### src/rtl/player2_ctrl_if.sv
// Map-lookup handshake between the player-2 controller (master) and the tile map (slave).
// The map answers query_free exactly one cycle after query_valid.
interface player2_ctrl_if;
  logic       query_valid;
  logic [4:0] query_tile_x;
  logic [3:0] query_tile_y;
  logic       query_free;

  modport master (output query_valid, query_tile_x, query_tile_y, input query_free);
  modport slave  (input query_valid, query_tile_x, query_tile_y, output query_free);
endinterface

### src/rtl/player2_ctrl.sv
// Player-2 movement/animation controller: turns frame-rate key samples into 32x32 tile moves,
// checks the target tile against the map and drives sprite position and frame number.
module player2_ctrl #(
  parameter logic [9:0] START_X  = 10'd32,
  parameter logic [9:0] START_Y  = 10'd32,
  parameter int         STEP     = 2,
  parameter int         ANIM_DIV = 8,
  parameter int         MAP_W    = 20,
  parameter int         MAP_H    = 15
) (
  input  logic                  clk,
  input  logic                  reset,
  input  logic                  frame_tick,
  input  logic                  key_up,
  input  logic                  key_down,
  input  logic                  key_left,
  input  logic                  key_right,
  player2_ctrl_if.master        qif,
  output logic [9:0]            player2_centerX,
  output logic [9:0]            player2_centerY,
  output logic [2:0]            sprite_num,
  output logic                  moving
);

  localparam int CW = (ANIM_DIV > 1) ? $clog2(ANIM_DIV) : 1;

  typedef enum logic [1:0] {S_IDLE, S_QUERY, S_WAIT, S_MOVING} state_t;
  typedef enum logic [1:0] {DIR_UP, DIR_DOWN, DIR_LEFT, DIR_RIGHT} dir_t;

  state_t          state;
  dir_t            dir;
  logic [CW-1:0]   anim_cnt;
  logic            phase;

  function automatic logic [9:0] step_pos(input logic [9:0] pos, input logic dec);
    return dec ? (pos - 10'(STEP)) : (pos + 10'(STEP));
  endfunction

  function automatic logic [2:0] dir_base(input dir_t d);
    case (d)
      DIR_LEFT:  return 3'd3;
      DIR_RIGHT: return 3'd5;
      default:   return 3'd1;
    endcase
  endfunction

  // Target-tile selection: key priority up > down > left > right, with map-edge check.
  logic [4:0] cur_tx, tgt_x;
  logic [3:0] cur_ty, tgt_y;
  logic       req, tgt_ok;
  dir_t       req_dir;

  assign cur_tx = player2_centerX[9:5];
  assign cur_ty = player2_centerY[8:5];

  always_comb begin
    req     = 1'b0;
    req_dir = DIR_UP;
    tgt_ok  = 1'b0;
    tgt_x   = cur_tx;
    tgt_y   = cur_ty;
    if (key_up) begin
      req = 1'b1; req_dir = DIR_UP;
      tgt_ok = (cur_ty != 4'd0);
      tgt_y  = cur_ty - 4'd1;
    end else if (key_down) begin
      req = 1'b1; req_dir = DIR_DOWN;
      tgt_ok = (cur_ty < 4'(MAP_H - 1));
      tgt_y  = cur_ty + 4'd1;
    end else if (key_left) begin
      req = 1'b1; req_dir = DIR_LEFT;
      tgt_ok = (cur_tx != 5'd0);
      tgt_x  = cur_tx - 5'd1;
    end else if (key_right) begin
      req = 1'b1; req_dir = DIR_RIGHT;
      tgt_ok = (cur_tx < 5'(MAP_W - 1));
      tgt_x  = cur_tx + 5'd1;
    end
  end

  // Next position on the latched axis; arrival is the next tile-aligned coordinate.
  logic       vertical, arrive, phase_nxt;
  logic [9:0] nxt_pos;

  assign vertical  = (dir == DIR_UP) || (dir == DIR_DOWN);
  assign nxt_pos   = step_pos(vertical ? player2_centerY : player2_centerX,
                              (dir == DIR_UP) || (dir == DIR_LEFT));
  assign arrive    = (nxt_pos[4:0] == 5'd0);
  assign phase_nxt = (anim_cnt == CW'(ANIM_DIV - 1)) ? ~phase : phase;

  always_ff @(posedge clk) begin
    if (reset) begin
      state            <= S_IDLE;
      dir              <= DIR_UP;
      player2_centerX  <= START_X;
      player2_centerY  <= START_Y;
      sprite_num       <= 3'd0;
      moving           <= 1'b0;
      anim_cnt         <= '0;
      phase            <= 1'b0;
      qif.query_valid  <= 1'b0;
      qif.query_tile_x <= 5'd0;
      qif.query_tile_y <= 4'd0;
    end else begin
      qif.query_valid <= 1'b0;
      case (state)
        S_IDLE: begin
          if (frame_tick && req) begin
            if (tgt_ok) begin
              dir              <= req_dir;
              qif.query_valid  <= 1'b1;
              qif.query_tile_x <= tgt_x;
              qif.query_tile_y <= tgt_y;
              state            <= S_QUERY;
            end else begin
              sprite_num <= 3'd0;
            end
          end
        end
        S_QUERY: state <= S_WAIT;
        S_WAIT: begin
          if (qif.query_free) begin
            state      <= S_MOVING;
            moving     <= 1'b1;
            anim_cnt   <= '0;
            phase      <= 1'b0;
            sprite_num <= dir_base(dir);
          end else begin
            state      <= S_IDLE;
            sprite_num <= 3'd0;
          end
        end
        S_MOVING: begin
          if (frame_tick) begin
            if (vertical) player2_centerY <= nxt_pos;
            else          player2_centerX <= nxt_pos;
            anim_cnt <= (anim_cnt == CW'(ANIM_DIV - 1)) ? '0 : anim_cnt + 1'b1;
            phase    <= phase_nxt;
            if (arrive) begin
              state      <= S_IDLE;
              moving     <= 1'b0;
              sprite_num <= 3'd0;
            end else begin
              sprite_num <= dir_base(dir) + {2'b00, phase_nxt};
            end
          end
        end
        default: state <= S_IDLE;
      endcase
    end
  end

endmodule
### src/flat_wrapper.sv
// flat-port wrapper written by rule: the top's interface ports become plain ports
module player2_ctrl_flat 
#(
  parameter logic [9:0] START_X  = 10'd32,
  parameter logic [9:0] START_Y  = 10'd32,
  parameter int         STEP     = 2,
  parameter int         ANIM_DIV = 8,
  parameter int         MAP_W    = 20,
  parameter int         MAP_H    = 15
)
  (clk, reset, frame_tick, key_up, key_down, key_left, key_right, player2_centerX, player2_centerY, sprite_num, moving, qif_query_valid, qif_query_tile_x, qif_query_tile_y, qif_query_free);
  player2_ctrl_if qif_i ();
  input  logic clk;
  input  logic reset;
  input  logic frame_tick;
  input  logic key_up;
  input  logic key_down;
  input  logic key_left;
  input  logic key_right;
  output logic [9:0] player2_centerX;
  output logic [9:0] player2_centerY;
  output logic [2:0] sprite_num;
  output logic moving;
  output wire logic [$bits(qif_i.query_valid)-1:0] qif_query_valid;
  output wire logic [$bits(qif_i.query_tile_x)-1:0] qif_query_tile_x;
  output wire logic [$bits(qif_i.query_tile_y)-1:0] qif_query_tile_y;
  input wire logic [$bits(qif_i.query_free)-1:0] qif_query_free;
  assign qif_query_valid = qif_i.query_valid;
  assign qif_query_tile_x = qif_i.query_tile_x;
  assign qif_query_tile_y = qif_i.query_tile_y;
  assign qif_i.query_free = qif_query_free;
  player2_ctrl #(.START_X(START_X), .START_Y(START_Y), .STEP(STEP), .ANIM_DIV(ANIM_DIV), .MAP_W(MAP_W), .MAP_H(MAP_H)) u_core (.clk(clk), .reset(reset), .frame_tick(frame_tick), .key_up(key_up), .key_down(key_down), .key_left(key_left), .key_right(key_right), .qif(qif_i), .player2_centerX(player2_centerX), .player2_centerY(player2_centerY), .sprite_num(sprite_num), .moving(moving));
endmodule
### config.mk
export PLATFORM = sky130hd
export DESIGN_NAME = player2_ctrl_flat
export DESIGN_NICKNAME = d
export VERILOG_FILES = /design/src/rtl/player2_ctrl_if.sv /design/src/rtl/player2_ctrl.sv /design/src/flat_wrapper.sv
export SDC_FILE = /design/constraint.sdc
export NUM_CORES = 1
export LEC_CHECK = 0
export CORE_MARGIN = 4
export CORE_UTILIZATION = 33
export DETAILED_ROUTE_END_ITERATION = 10
export GPL_TIMING_DRIVEN = 0
export PLACE_DENSITY = 0.51
export RECOVER_POWER = 25
export SLEW_MARGIN = 25
export SYNTH_ARGS = -nofsm -noshare
export SYNTH_HDL_FRONTEND = slang
export SYNTH_SLANG_ARGS = --single-unit
### constraint.sdc
create_clock -name clk -period 3 [get_ports clk]
set_input_delay 0.3 -clock clk [delete_from_list [all_inputs] [get_ports clk]]
set_output_delay 0.3 -clock clk [all_outputs]
set_load 0.01 [all_outputs]
### After elaboration in Yosys (flattened, before gate mapping)

Cells that the tools add are included.

| word-level totals | value |
|---|---|
| register bits | 42 |
| input port bits | 8 |
| output and inout port bits | 34 |
| logic and storage cells | 106 |

| operators by class | value |
|---|---|
| $add $sub $neg | 8 |
| $lt $le $gt $ge | 2 |
| equality and inequality tests | 13 |
| mux-type cells | 50 |
| bitwise operators | 4 |
| reduce and logical (&&, ||, !) cells | 18 |

Operator list:

| cell | number |
|---|---|
| 3-bit 2-to-1 mux | 12 |
| 10-bit 2-to-1 mux | 2 |
| 5-bit 2-to-1 mux | 4 |
| 2-bit 2-to-1 mux | 9 |
| 1-bit 2-to-1 mux | 15 |
| 3-bit case mux with 2 select lines | 2 |
| 3-bit AND reduction | 4 |
| 4-bit AND reduction | 3 |
| 10-bit by 2-bit adder with 10-bit output (second input constant) | 1 |
| 10-bit by 2-bit subtractor with 10-bit output (second input constant) | 1 |
| 3-bit case mux with 3 select lines | 1 |
| 2-bit equality test (second input constant) | 4 |
| 4-bit 2-to-1 mux | 2 |
| 2-bit case mux with 4 select lines | 1 |
| 2-bit by 1-bit != test with 1-bit output (second input constant) | 3 |
| 2-bit != test (second input constant) | 3 |
| 5-bit by 1-bit adder with 5-bit output (second input constant) | 1 |
| 5-bit logical NOT | 1 |
| 5-bit less-than comparator (second input constant) | 1 |
| 5-bit nonzero test | 1 |
| 5-bit by 1-bit subtractor with 5-bit output (second input constant) | 1 |
| 4-bit by 1-bit adder with 4-bit output (second input constant) | 1 |
| 2-bit by 1-bit equality test with 1-bit output (second input constant) | 2 |
| 2-bit logical NOT | 2 |
| 13 further kinds | 18 |

### Logic depth before layout (Yosys ltp)

Gate-level depths: netlist of run 1.

| logic depth | value |
|---|---|
| depth in word-level cells | 14 |
| gate-level depth with buffers | 10 |
| depth with buffers taken out | 8 |

### Worst setup path before layout of run 1

No wires, ideal clock.

| timing path | value |
|---|---|
| kind | register -> register |
| from | reg u_core.dir[1] |
| to | reg u_core.sprite_num[1] |
| library setup time | 0.120 ns |
| data arrival time | 2.677 ns |
| data required time | 2.880 ns |
| path slack | 0.204 ns |
| stages on the path, launching flop included | 10 |
| path buffers | 2 |
| period minus slack after synthesis | 2.796 ns |
| cells stage by stage | dfxtp_1 buf_2 buf_1 mux2_2 ha_1 a211oi_1 o21ai_0 a2111oi_4 nor3_1 a211o_1 |

| on the way | value |
|---|---|
| cells in the longest elaborated chain, start to end | 10 |
| elaborated cells between the ends (all ways) | 21 |
| those cells by class | add/sub (3); eq/ne (3); mux (11); reduce/logical (4) |

RTL lines:

| item | RTL line | text |
|---|---|---|
| start: declaration | player2_ctrl.sv:31 | `dir_t dir;` |
| start signal: assignment | player2_ctrl.sv:110 | `dir <= req_dir;` |
| parallel branches: the longest is 9 deep, another holds 10-bit by 2-bit adder with 10-bit output | - |  |
| 3-bit case mux with 3 select lines * | player2_ctrl.sv:106 | `case (state)` |
| end signal: assignment | player2_ctrl.sv:127 | `sprite_num <= dir_base(dir);` |
| end signal: assignment | player2_ctrl.sv:144 | `sprite_num <= dir_base(dir) + {2'b00, phase_nxt};` |
| end: declaration | player2_ctrl.sv:21 | `output logic [2:0] sprite_num,` |

Mark *: on every way between the ends. The select of a mux whose other input is x is not followed.
A chain may end at the register's enable or synchronous reset.

### Final worst setup path of run 1

Same ends and word-level chain as after synthesis.

==> results of run 1 <==
## stage by stage
| stage | util | area [sq um] | setup WS (ps) | hold WS [ps] |
|---|---|---|---|---|
| floorplan | - | 2680 | 204 | 436 |
| global placement | 0.411 | 3210 | -298 | 447 |
| detailed placement | 0.411 | 3210 | -336 | 458 |
| CTS | 0.425 | 3320 | 40.8 | 472 |
| global route | 0.426 | 3330 | -4.41 | 477 |
| finish | 0.426 | 3330 | 184 | 470 |
## cells by family after synthesis
| group | count (synthesis) |
|---|---|
| and+or+nand+nor | 131 |
| AOI/OAI and AO/OA | 96 |
| DFF | 42 |
| buffers and inverters | 36 |
| adders and majority gates | 16 |
| xor gates and xnor gates | 13 |
| muxes | 7 |
## cell type report
cell class,count,share of cell area
multi-input combinational,263,0.509
clock inverter,2,0.0113
tap,102,0.0383
sequential,42,0.253
clock buffer,6,0.0218
timing repair buffer,41,0.123
buffer,18,0.0244
inverter,17,0.0195
## Yosys cell counts, drive strengths merged (6+ instances only)
cell type  number
a21oi          25
nor4            7
xnor2          11
clkbuf         12
mux2            6
nor3           10
dfxtp          42
o21ai          27
a211oi          7
nand3          18
nor2           30
a311oi          6
and2            7
inv            16
ha             15
buf             7
nand2          33
## sequential cells by signal (all words and copies together) (netlist names)
signal	cells
u_core.moving	1
u_core.player2_centerX	10
u_core.qif.query_tile_x	5
u_core.anim_cnt	3
u_core.qif.query_valid	1
u_core.phase	1
u_core.dir	2
u_core.player2_centerY	10
u_core.qif.query_tile_y	4
u_core.sprite_num	3
u_core.state	2
## path summary, 6_finish.rpt
path / from / to / slack [ps] / cells after the start
min reg2reg: u_core.anim_cnt[2] / u_core.anim_cnt[2] / 470 / 2
min: u_core.anim_cnt[2] / u_core.anim_cnt[2] / 470 / 2
max: u_core.dir[1] / u_core.sprite_num[1] / 180 / 8
max reg2reg: u_core.dir[1] / u_core.sprite_num[1] / 180 / 8
## worst reg2reg max path: stages (launching register included)
cell       delay [ps]
dfxtp_1           320
buf_4             240
mux2_2            370
ha_1              350
a211oi_1          250
o21ai_0           230
a2111oi_4         490
nor3_1            130
a211o_1           320
## layer usage
layer | part of all wire | vias up | global-route usage
met5 | 0 | - | 0
met4 | 0.012 | 0 | 0.0378
met3 | 0.034 | 4 | 0.0250
met2 | 0.48 | 51 | 0.280
met1 | 0.47 | 1220 | 0.211
li1 | - | 1330 | -
## power groups by stage
stage	Clock [mW]	Sequential (mW)	Combinational, mW
detailed placement	0	0.597	0.209
floorplan	0	0.600	0.131
global route	0.493	0.586	0.228
CTS	0.476	0.584	0.209
global placement	0	0.597	0.209
finish	0.454	0.584	0.205
## what timing repair did
item	in CTS	in global routing
buffers inserted	0	1
pin swaps	0	1
gates resized for setup	2	1
setup endpoints to repair	9	3
hold buffers	0	0
==> summary.txt, run 1 <==
Status: finished clean
HPWL after DPL: 5.74 mm
Max transition margin: 0.486
Synth Area in XOR/XNOR: 0.0424
Fraction of registers with async set/reset: 0
Yosys top cell area share: 0.313
Net Sw Frac: 0.274
Total Power: 1.24 mW
YS warnings: 0
Most frequent cells in the layout: dfxtp_1, nand2_1, nor2_1
Post-synthesis instance area: 0.00268 sq mm
Fin. max-slew vios: 0
Fill count: 828
Switching power: 0.341 mW
Seq. cell area: 842 sq um
Routed wire length: 7.67 mm
Initial drt markers: 125
Adder-cell area share of the yosys netlist: 0.0774
Die width: 98.2 um
Initial antenna violation count: 0
Critical-path top delay cell: a2111oi_4
DR vias/cell: 5.31
CP required: 3180 ps
Mux cell area share after synthesis: 0.0303
Slowest Stage Delay on Critical Path: 490 ps
Cell family with most CP delay: compound AO/OA/AOI/OAI gates
# Max-Cap Violations: 0
Final Cycle Share: 0.939
Critical-path cell list: buf_4 > mux2_2 > ha_1 > a211oi_1 > o21ai_0 > a2111oi_4 > nor3_1 > a211o_1
GRT Overall Usage: 0.161
Nets: 412
Crit Path Category: register to register
Netlist cell types: 58
Post-Layout Cell Count: 491
CTS H-tree lvls: 2
Io pins: 42
Worst-Margin Slew: 768 ps
Main synth FF type: dfxtp_1
Clock Tree Buf Depth: 2
Leakage: 1.25 nW
TritonCTS clock tree: yes
Clk_skew: 7.82 ps
Synth Net Count: 365
Worst-skew pair later-pin latency: 290 ps
# rows: 32
Compound-Gate Fraction of Synth Area: 0.240
CP arrival: 3000 ps
GR Overflow Total: 0
Die extent in y: 98.2 um
CP Buf/Inv Count: 1
Largest family of logic cells by synthesized area: simple AND/OR/NAND/NOR gates
Synth area leaders: dfxtp_1, ha_1, o21ai_0
Global-route wire length before repair: 12.7 mm
Clk pwr share: 0.366
Clock sink count: 42
Core box area: 0.00781 sq mm
Register area share after synthesis: 0.313
CP max FO: 19
Setup TNS: 0 ps
Final hold violations: 0
Fmax: 355 MHz
Vias: 2605
Root buf cell: clkbuf_8
RePlAce Congestion: 0.820
Port-buffer cells: 40
Combinational share of power: 0.165
Setup-failing EPs final: 0
Number of global-route vias before repair: 2466
Full die area: 0.00964 sq mm
Syn_area_per_cell: 7.87 sq um
Initial Utilization: 0.344
Pint: 0.903 mW
Post-route minimum period: 2820 ps
Syn Inst Count: 341
Worst Hold Class: register to register
Drt wl/cell: 15.6 um
Area of the multi-input gates: 0.00170 sq mm
Pin count of the biggest net entering global routing: 20
Commonest non-fill, non-tap cell in the layout: dfxtp_1
PwrDens: 373 mW/mm^2
CTS clk-pin slew, worst paths: 90 ps
# diodes: 0
Yosys reg bits: 42
Worst Setup End Kind: register
Total CTS buffers: 5
Sequential Power Share: 0.469
Number of nets with antenna violations after routing: 0
Drt pass-1 iters: 4
Post-Synth Simple-Gate Area: 0.242
VDD IR max: 0.000176 V
EDFF count, synth: 0
Synth-to-layout area growth: 24.1%
Crit path launch type: register
DRC: 0
Largest area contributor in the netlist: dfxtp_1
DP Cell Count: 483
Share of layout cells above drive strength 1: 0.0643
No activity file was read; power rests on OpenSTA's default activity.
==> run 2: changes to the inputs <==
--- a/config.mk
+++ b/config.mk
@@ -6,11 +6,12 @@
 export NUM_CORES = 1
 export LEC_CHECK = 0
 export CORE_MARGIN = 4
-export CORE_UTILIZATION = 33
+export CORE_UTILIZATION = 45
 export DETAILED_ROUTE_END_ITERATION = 10
 export GPL_TIMING_DRIVEN = 0
-export PLACE_DENSITY = 0.51
+export PLACE_DENSITY = 0.67
 export RECOVER_POWER = 25
+export SETUP_SLACK_MARGIN = 0.15
 export SLEW_MARGIN = 25
 export SYNTH_ARGS = -nofsm -noshare
 export SYNTH_HDL_FRONTEND = slang
==> run 2 against run 1 <==
  * Clock-buffer cell count shrank 1
  * Worst hold slack worse by 4.8 ps
  * Maximum frequency up 4.9%
  * Clock skew increased by 4.9 ps
  * Sequential share of layout area is 0.44 points higher
  * Routed wire length shrank 6.6%
  * Final cell count decreased by 6.1%
==> summary.txt, run 2 (synthesized netlist as in run 1, its figures left out) <==
Core box area: 0.00564 sq mm (-28%)
Number of global-route vias before repair: 2633 (+6.8%)
RSZ-0062 raised after global routing: false
Die width: 85.2 um (-13%)
Clock Tree Buf Depth: 2 (unchanged)
Leakage: 1.24 nW (-0.27%)
RePlAce Congestion: 0.886 (+8.0%)
Root buf cell: clkbuf_8
# rows: 27 (-16%)
CP max FO: 19 (unchanged)
Share of layout cells above drive strength 1: 0.0668 (+0.00257)
Final hold violations: 0 (unchanged)
Total Power: 1.17 mW (-6.1%)
Synth-to-layout area growth: 22.0%
Max transition margin: 0.484 (-0.00163)
Clock sink count: 42 (unchanged)
Worst-skew pair later-pin latency: 300 ps (about the same)
Post-route minimum period: 2690 ps (-131 ps)
Most frequent cells in the layout: dfxtp_1, nand2_1, nor2_1
Final Cycle Share: 0.895 (-0.0436)
Full die area: 0.00726 sq mm (-25%)
Die extent in y: 85.2 um (-13%)
Placed cell area: 0.00317 sq mm (-1.2%)
Worst-Margin Slew: 771 ps (+2.44 ps)
Drt wl/cell: 15.5 um (-0.52%)
GRT Overall Usage: 0.212 (+0.0509)
CP required: 3200 ps (+20 ps)
PwrDens: 357 mW/mm^2 (-4.4%)
CP arrival: 2890 ps (-110 ps)
Nets: 412 (unchanged)
DR vias/cell: 5.75 (+8.3%)
VDD IR max: 0.000241 V (+37%)
Initial antenna violation count: 0 (unchanged)
Drt pass-1 iters: 4 (unchanged)
CTS H-tree lvls: 2 (unchanged)
Initial Utilization: 0.475 (+0.132)
Commonest non-fill, non-tap cell in the layout: dfxtp_1
Status: finished clean
Fin. max-slew vios: 0 (unchanged)
DRC: 0 (unchanged)
GR Overflow Total: 0 (unchanged)
HPWL after DPL: 5.31 mm (-7.4%)
Fill count: 546 (-34%)
TritonCTS clock tree: yes
Vias: 2649 (+1.7%)
# diodes: 0 (unchanged)
# Max-Cap Violations: 0 (unchanged)
Fmax: 372 MHz (+4.9%)
Io pins: 42 (unchanged)
Pin count of the biggest net entering global routing: 20 (unchanged)
Largest regs: u_core.player2_centerX x10, u_core.player2_centerY x10, u_core.qif.query_tile_x x5
Initial drt markers: 114 (-8.8%)
Crit path launch type: register
Port-buffer cells: 40 (unchanged)
Worst Hold Class: register to register
CTS clk-pin slew, worst paths: 90 ps (about the same)
Clk_skew: 12.7 ps (+4.87 ps)
CTS Hold Bufs: 0 (unchanged)
Crit Path Category: register to register
Total CTS buffers: 5 (unchanged)
Routed wire length: 7.17 mm (-6.6%)
Setup TNS: 0 ps (unchanged)
Design Area, Final: 0.00327 sq mm (-1.7%)
Global-route wire length before repair: 12.6 mm (-0.93%)
Worst Setup End Kind: register
Setup-failing EPs final: 0 (unchanged)
Number of nets with antenna violations after routing: 0 (unchanged)
[run 2: power breakdown]
group	internal, mW	leakage [nW]	switching (mW)
Clock	0.164	0.0441	0.214
Combinational	0.0823	0.858	0.123
Sequential	0.572	0.341	0.0120
Total	0.818	1.24	0.349
[run 2: per-stage QoR]
stage | hold WS [ps] | utilization | setup WS [ps] | std cells
after global placement | 447 | 0.562 | -224 | 453
after CTS | 470 | 0.579 | 187 | 460
after global routing | 496 | 0.580 | 152 | 461
after floorplan | 436 | - | 204 | 341
final | 466 | 0.580 | 315 | 461
after detailed placement | 457 | 0.562 | -237 | 453
[run 2: area by class of cell]
type | instances | area (sq um) | share of cell area
Sequential cell | 42 | 842 | 0.257
Multi-Input combinational cell | 263 | 1700 | 0.518
Inverter | 17 | 65.1 | 0.0199
Clock buffer | 5 | 68.8 | 0.0210
Tap cell | 72 | 90.1 | 0.0275
Timing Repair Buffer | 41 | 408 | 0.125
Buffer | 18 | 81.3 | 0.0249
Clock inverter | 3 | 21.3 | 0.00650
[run 2: critical path, cell delays in order, from the launching register on]
cell,delay [ps]
dfxtp_1,330
buf_4,230
mux2_2,360
ha_1,360
a211oi_1,250
o21ai_1,150
a2111oi_4,440
buf_4,190
a31oi_1,80
o21a_1,190
[run 2: worst paths after layout]
check	startpoint	endpoint	slack, ps	cells after the start
setup reg to reg	u_core.dir[1]	u_core.state[1]	310	9
setup / recovery	u_core.dir[1]	u_core.state[1]	310	9
hold reg to reg	u_core.player2_centerX[4]	u_core.player2_centerX[4]	470	2
hold / removal	u_core.player2_centerX[4]	u_core.player2_centerX[4]	470	2
[run 2: per-layer routing]
layer	wire [um]	vias to the layer above	global-route usage
li1	-	1339	-
met1	3340	1232	0.271
met2	3290	69	0.350
met3	390	9	0.0476
met4	140	0	0.0777
met5	0	-	0
[run 2: timing repair]
item	4_1_cts	5_1_grt
buffers inserted	0	1
pin swaps	0	1
endpoints found under the setup margin	11	3
resized for setup	3	1
